### src/rtl/display_pkg.sv
// Shared encodings and helpers for the time-of-day display scanner.
// Slot and edit-field codes live here so the scanner and its users agree on them.
package display_pkg;

   typedef enum logic [1:0] {
      SLOT_MIN_ONES = 2'b00,
      SLOT_MIN_TENS = 2'b01,
      SLOT_HR_ONES  = 2'b10,
      SLOT_HR_TENS  = 2'b11
   } slot_e;

   typedef enum logic [1:0] {
      EDIT_NONE     = 2'b00,
      EDIT_MINUTES  = 2'b01,
      EDIT_HOURS    = 2'b10,
      EDIT_NONE_ALT = 2'b11
   } edit_e;

   localparam int DEFAULT_REFRESH_DIV = 100000;
   localparam int DEFAULT_BLINK_DIV   = 50000000;

   typedef struct packed {
      logic [3:0] hr_tens;
      logic [3:0] hr_ones;
      logic [3:0] min_tens;
      logic [3:0] min_ones;
   } digits_t;

   function automatic logic [3:0] digit_for_slot(input digits_t d, input slot_e s);
      logic [3:0] v;
      case (s)
         SLOT_MIN_ONES: v = d.min_ones;
         SLOT_MIN_TENS: v = d.min_tens;
         SLOT_HR_ONES:  v = d.hr_ones;
         default:       v = d.hr_tens;
      endcase
      return v;
   endfunction

   // Edit blinking blanks the whole field being edited; a zero leading hour
   // is suppressed whenever blank_lead is set, independent of blinking.
   function automatic logic blank_for_slot(input slot_e s, input edit_e e, input logic phase,
                                           input logic blank_lead, input logic [3:0] hr_tens);
      logic b;
      b = 1'b0;
      case (e)
         EDIT_MINUTES: b = phase && (s == SLOT_MIN_ONES || s == SLOT_MIN_TENS);
         EDIT_HOURS:   b = phase && (s == SLOT_HR_ONES  || s == SLOT_HR_TENS);
         default:      b = 1'b0;
      endcase
      if (s == SLOT_HR_TENS && blank_lead && hr_tens == 4'd0)
         b = 1'b1;
      return b;
   endfunction

endpackage

### src/rtl/tick_divider.sv
// Free-running modulo-DIV counter; o_tc is high during the terminal-count cycle.
// The counter is sized with $clog2(DIV) and works for DIV down to 2.
module tick_divider #(
   parameter int DIV = 4
) (
   input  logic clk,
   input  logic rst_n,
   output logic o_tc
);

   localparam int CW = (DIV > 1) ? $clog2(DIV) : 1;

   logic [CW-1:0] r_cnt;

   assign o_tc = (r_cnt == CW'(DIV - 1));

   // NOTE: state registers use non-blocking assignments so every flop samples pre-edge values.
   always_ff @(posedge clk or negedge rst_n) begin
      if (!rst_n)
         r_cnt <= '0;
      else if (o_tc)
         r_cnt <= '0;
      else
         r_cnt <= r_cnt + CW'(1);
   end

endmodule

### src/rtl/display_scan_mux.sv
// Four-digit multiplexed display scanner with frame-coherent digit shadowing,
// edit-field blinking, leading-zero suppression and a blinking colon dot.
module display_scan_mux
   import display_pkg::*;
#(
   parameter int REFRESH_DIV = DEFAULT_REFRESH_DIV,
   parameter int BLINK_DIV   = DEFAULT_BLINK_DIV
) (
   input  logic       clk,
   input  logic       rst_n,
   input  logic [3:0] min_ones,
   input  logic [3:0] min_tens,
   input  logic [3:0] hr_ones,
   input  logic [3:0] hr_tens,
   input  logic [1:0] edit_field,
   input  logic       blank_lead,
   output logic [3:0] num,
   output logic [1:0] sel,
   output logic       Dot,
   output logic       digit_blank,
   output logic       scan_tick
);

   logic       w_scan_tc;
   logic       w_blink_tc;
   digits_t    w_live;

   slot_e      r_sel;
   digits_t    r_shadow;
   logic [3:0] r_num;
   logic       r_blink_phase;
   logic       r_digit_blank;
   logic       r_scan_tick;

   slot_e      w_sel_next;
   digits_t    w_shadow_next;
   logic [3:0] w_num_next;
   logic       w_phase_next;
   logic       w_blank_next;

   tick_divider #(.DIV(REFRESH_DIV)) u_refresh_div (
      .clk   (clk),
      .rst_n (rst_n),
      .o_tc  (w_scan_tc)
   );

   tick_divider #(.DIV(BLINK_DIV)) u_blink_div (
      .clk   (clk),
      .rst_n (rst_n),
      .o_tc  (w_blink_tc)
   );

   assign w_live = {hr_tens, hr_ones, min_tens, min_ones};

   // NOTE: every signal driven here gets a default first, so no path can infer a latch.
   always_comb begin
      w_sel_next    = r_sel;
      w_shadow_next = r_shadow;
      w_num_next    = r_num;
      if (w_scan_tc) begin
         w_sel_next = slot_e'(r_sel + 2'd1);
         // Reloading only at frame start keeps all four digits from one snapshot.
         if (r_sel == SLOT_HR_TENS)
            w_shadow_next = w_live;
         w_num_next = digit_for_slot(w_shadow_next, w_sel_next);
      end
      w_phase_next = r_blink_phase ^ w_blink_tc;
      w_blank_next = blank_for_slot(w_sel_next, edit_e'(edit_field), w_phase_next,
                                    blank_lead, w_shadow_next.hr_tens);
   end

   // NOTE: the shadow digits are ordinary flops and are cleared by reset like the rest.
   always_ff @(posedge clk or negedge rst_n) begin
      if (!rst_n) begin
         r_sel         <= SLOT_MIN_ONES;
         r_shadow      <= '0;
         r_num         <= 4'd0;
         r_blink_phase <= 1'b0;
         r_digit_blank <= 1'b0;
         r_scan_tick   <= 1'b0;
      end else begin
         r_sel         <= w_sel_next;
         r_shadow      <= w_shadow_next;
         r_num         <= w_num_next;
         r_blink_phase <= w_phase_next;
         r_digit_blank <= w_blank_next;
         r_scan_tick   <= w_scan_tc;
      end
   end

   assign sel         = r_sel;
   assign num         = r_num;
   assign Dot         = r_blink_phase;
   assign digit_blank = r_digit_blank;
   assign scan_tick   = r_scan_tick;

endmodule

### config.mk
export PLATFORM = sky130hd
export DESIGN_NAME = display_scan_mux
export DESIGN_NICKNAME = d
export VERILOG_FILES = /design/src/rtl/display_pkg.sv /design/src/rtl/tick_divider.sv /design/src/rtl/display_scan_mux.sv
export SDC_FILE = /design/constraint.sdc
export NUM_CORES = 1
export LEC_CHECK = 0
export ABC_AREA = 0
export BUFFER_PORTS_ARGS = -buffer_cell sky130_fd_sc_hd__buf_2
export CAP_MARGIN = 30
export CORE_AREA = 3 3 116 118
export CTS_CLUSTER_SIZE = 20
export DETAILED_ROUTE_END_ITERATION = 8
export DIE_AREA = 0 0 119 121
export MAX_ROUTING_LAYER = met4
export PLACE_DENSITY = 0.38
export SETUP_SLACK_MARGIN = 0.15
export SYNTH_ARGS = -nofsm -noshare
export SYNTH_HDL_FRONTEND = slang
export SYNTH_SLANG_ARGS = --single-unit
### constraint.sdc
create_clock -name clk -period 2.8 [get_ports clk]
set_input_delay 0.56 -clock clk [delete_from_list [all_inputs] [get_ports clk]]
set_output_delay 0.56 -clock clk [all_outputs]
set_load 0.005 [all_outputs]
==> flow_summary.json <==
{
  "setup_violations": 0,
  "finalHoldViolations": 0,
  "critPathKind": "flop to flop",
  "wl_um": 6670,
  "clkLatencyLatePin_ns": 0.33,
  "ys_ff_latch": 64,
  "irDropWorstVdd_mv": 0.307,
  "routed-via-count": 2181,
  "ys_types": 35,
  "slowest_delay_ns": 0.64,
  "ys_warn_count": 0,
  "syn_avg_cell_area_sq_um": 11.0,
  "cts-htree-levels": 3,
  "r2r_slack_ns": 0.58,
  "grt_antenna_before_repair": 0,
  "critPathLaunch": "sel[0]",
  "portBuffers": 29,
  "place.gp.congestion": 0.730,
  "remaining_drc_errors": 0,
  "cp_data_arrival_time_ns": 2.44,
  "max_freq_mhz": 450,
  "cp_slowest_cell": "ha_1",
  "cp_num_cells": 5,
  "drtIter0Drc": 92,
  "clk_pin_slew_ns": 0.06,
  "cts_sinks": 64,
  "dieHeight_um": 121,
  "die_x_um": 119,
  "start_util_pct": 24.9,
  "max_slew_margin_pct": 53.8,
  "dpl.hpwl_um": 4660,
  "rows": 41,
  "dieArea_sq_um": 14400,
  "period_needed_ns": 2.22,
  "n_antenna_cell": 0,
  "crit_chain": "ha_1 > mux2_2 > a211oi_1 > a21oi_1 > mux2_2",
  "grt_pass1_wl_um": 11800,
  "synth_cells": 284,
  "grt_use_total_pct": 10.6,
  "ff2ff_path_depth": 5,
  "routedWlPerCell_um": 13.4,
  "worst_path_dominant_cell_family": "multiplexers",
  "post_cts_buffers": 0,
  "critPathCapture": "num[2]",
  "core_area_sq_um": 12600,
  "grt_pass1_vias": 2316,
  "tightest_slew_ns": 0.693,
  "min_path_type": "input port to asynchronous set/reset pin",
  "leakagePower_nw": 1.71,
  "cts_root_buffer": "clkbuf_16",
  "cpMostUsedCell": "mux2_2",
  "syn_nets": 312,
  "r2r_end": "num[2]",
  "cts.hold.buffers_added": 0,
  "drive_gt1_share_pct": 22.2,
  "finalCritPeriodShare_pct": 79.4,
  "cp_data_required_time_ns": 3.02,
  "cts_tree": "done",
  "crit_fanout": 17,
  "syn_to_final_growth_pct": 20.4,
  "final_nets": 348,
  "ys_seq_area_share_pct": 51.2,
  "grt_overflow_total": 0,
  "cts_resized": 0,
  "cts_buffers": 9,
  "skew_ns": 0.00613,
  "vias_per_cell": 4.39,
  "grt_start_max_net_pins": 65,
  "powerDensity_nw_per_um2": 539,
  "crit_buf_inv": 0,
  "dr.pass1.iters": 4,
  "synth_area_sq_um": 3130,
  "endpoint_kind": "flop",
  "antenna_left": 0,
  "max-cap-violations": 0,
  "totalPowerFinal_mw": 2.03,
  "finalMaxSlewViolations": 0,
  "ioPinCount": 30,
  "startpoint_type": "flop",
  "rsz0062_at_grt": "false",
  "status": "finished clean",
  "clockBufferDepth": 2,
  "r2r_start": "sel[0]",
  "tns_ns": 0
}
[sequential cells by signal (all words and copies together), names as in the netlist]
register             cells
Dot                      1
digit_blank              1
num                      4
r_shadow                12
scan_tick                1
sel                      2
u_blink_div.r_cnt       26
u_refresh_div.r_cnt     17
[through the flow]
step                      instance area (sq um)  hold WS (ns)  setup slack [ns]  utilization (%)  instances
after floorplan                            3130         0.264             0.716                -        284
final                                      3760         0.224             0.576             29.9        497
after global placement                     3490         0.475             0.530             27.8        481
after global routing                       3760         0.273             0.392             29.9        497
after CTS                                  3760         0.252             0.526             29.9        497
after detailed placement                   3490         0.482             0.545             27.8        481
[logic make-up after synthesis]
family                   count (synthesis)  share of synthesized area, %
AO/OA/AOI/OAI                           32                          5.52
multiplexers                            22                          8.45
buffers and inverters                   13                          1.88
XOR/XNOR                                38                          10.6
AND/OR/NAND/NOR                        108                          19.5
adder cells (fa/ha/maj)                  7                          2.80
flip-flops                              64                          51.2
[Yosys cell counts]
master	n	share of area (%)
clkbuf_1	4	0.48
nand4b_1	1	0.28
o21ai_0	3	0.48
ha_1	7	2.8
and4_1	2	0.56
nand2_1	12	1.4
nor4_1	5	1.0
nor3_1	6	0.96
nand2b_1	2	0.40
mux2_4	6	2.9
or3_1	4	0.80
inv_1	5	0.60
nor4bb_1	1	0.32
dfrtp_1	64	51
nand4_1	8	1.6
or4b_2	1	0.32
xnor2_1	19	5.3
or4b_4	2	0.88
buf_2	2	0.32
and3_1	6	1.2
o31ai_1	1	0.24
nor2b_1	2	0.40
nand3_1	19	3.0
a21oi_1	24	3.8
xor2_1	19	5.3
mux2i_1	5	1.6
and2_2	1	0.24
nand4bb_1	2	0.72
nand2_2	1	0.20
nor2_1	31	3.7
nor4_4	2	1.4
buf_6	1	0.36
a211oi_1	4	0.96
mux2_2	11	4.0
buf_1	1	0.12
[layout by cell type, fill, tap and decap left out, drive strengths merged, types with 2 or more instances in the layout]
cell	n
nor3	6
nand3	19
nor4	7
nand4bb	2
ha	7
nand2	13
or3	4
clkbuf	11
mux2	17
clkinv	2
inv	5
a211oi	4
nand4	8
and3	6
mux2i	5
nor2	31
xnor2	19
buf	33
clkinvlp	3
or4b	3
and4	2
nand2b	2
o21ai	3
xor2	19
dfrtp	64
a21oi	24
nor2b	2
[worst reg2reg max path: stages, from the launching register on]
cell,delay [ns]
dfrtp_1,0.44
ha_1,0.64
mux2_2,0.42
a211oi_1,0.27
a21oi_1,0.07
mux2_2,0.27
[per-layer routing]
metal,track usage (%),routed length [um],vias up
li1,-,-,1074
met2,15.8,3000,31
met3,4.29,290,10
met4,3.48,99,0
met5,-,0,-
met1,13.3,3280,1066
[worst min-delay path by stage]
stage,startpoint,end,cells after the start
after floorplan,rst_n,Dot,0
after global placement,u_refresh_div.r_cnt[0],u_refresh_div.r_cnt[0],1
after detailed placement,u_blink_div.r_cnt[4],u_blink_div.r_cnt[4],1
after CTS,rst_n,r_shadow[12],2
after global routing,rst_n,r_shadow[12],2
final,rst_n,u_refresh_div.r_cnt[16],2
[power breakdown]
| part | switching [mW] | total (mW) | internal, mW | leakage [nW] |
|---|---|---|---|---|
| registers | 0.00316 | 0.935 | 0.931 | 0.826 |
| clock network | 0.415 | 1.03 | 0.619 | 0.128 |
| logic | 0.0317 | 0.0582 | 0.0265 | 0.752 |
[layout make-up]
cell class / instances / area (sq um)
inverter: 5 / 18.8
timing repair buffer: 33 / 188
clock inverter: 5 / 32.5
fill: 1328 / 8800
sequential: 64 / 1600
multi-input combinational: 207 / 1470
clock buffer: 11 / 243
tap: 172 / 215
(Power assumes the default switching activity.)
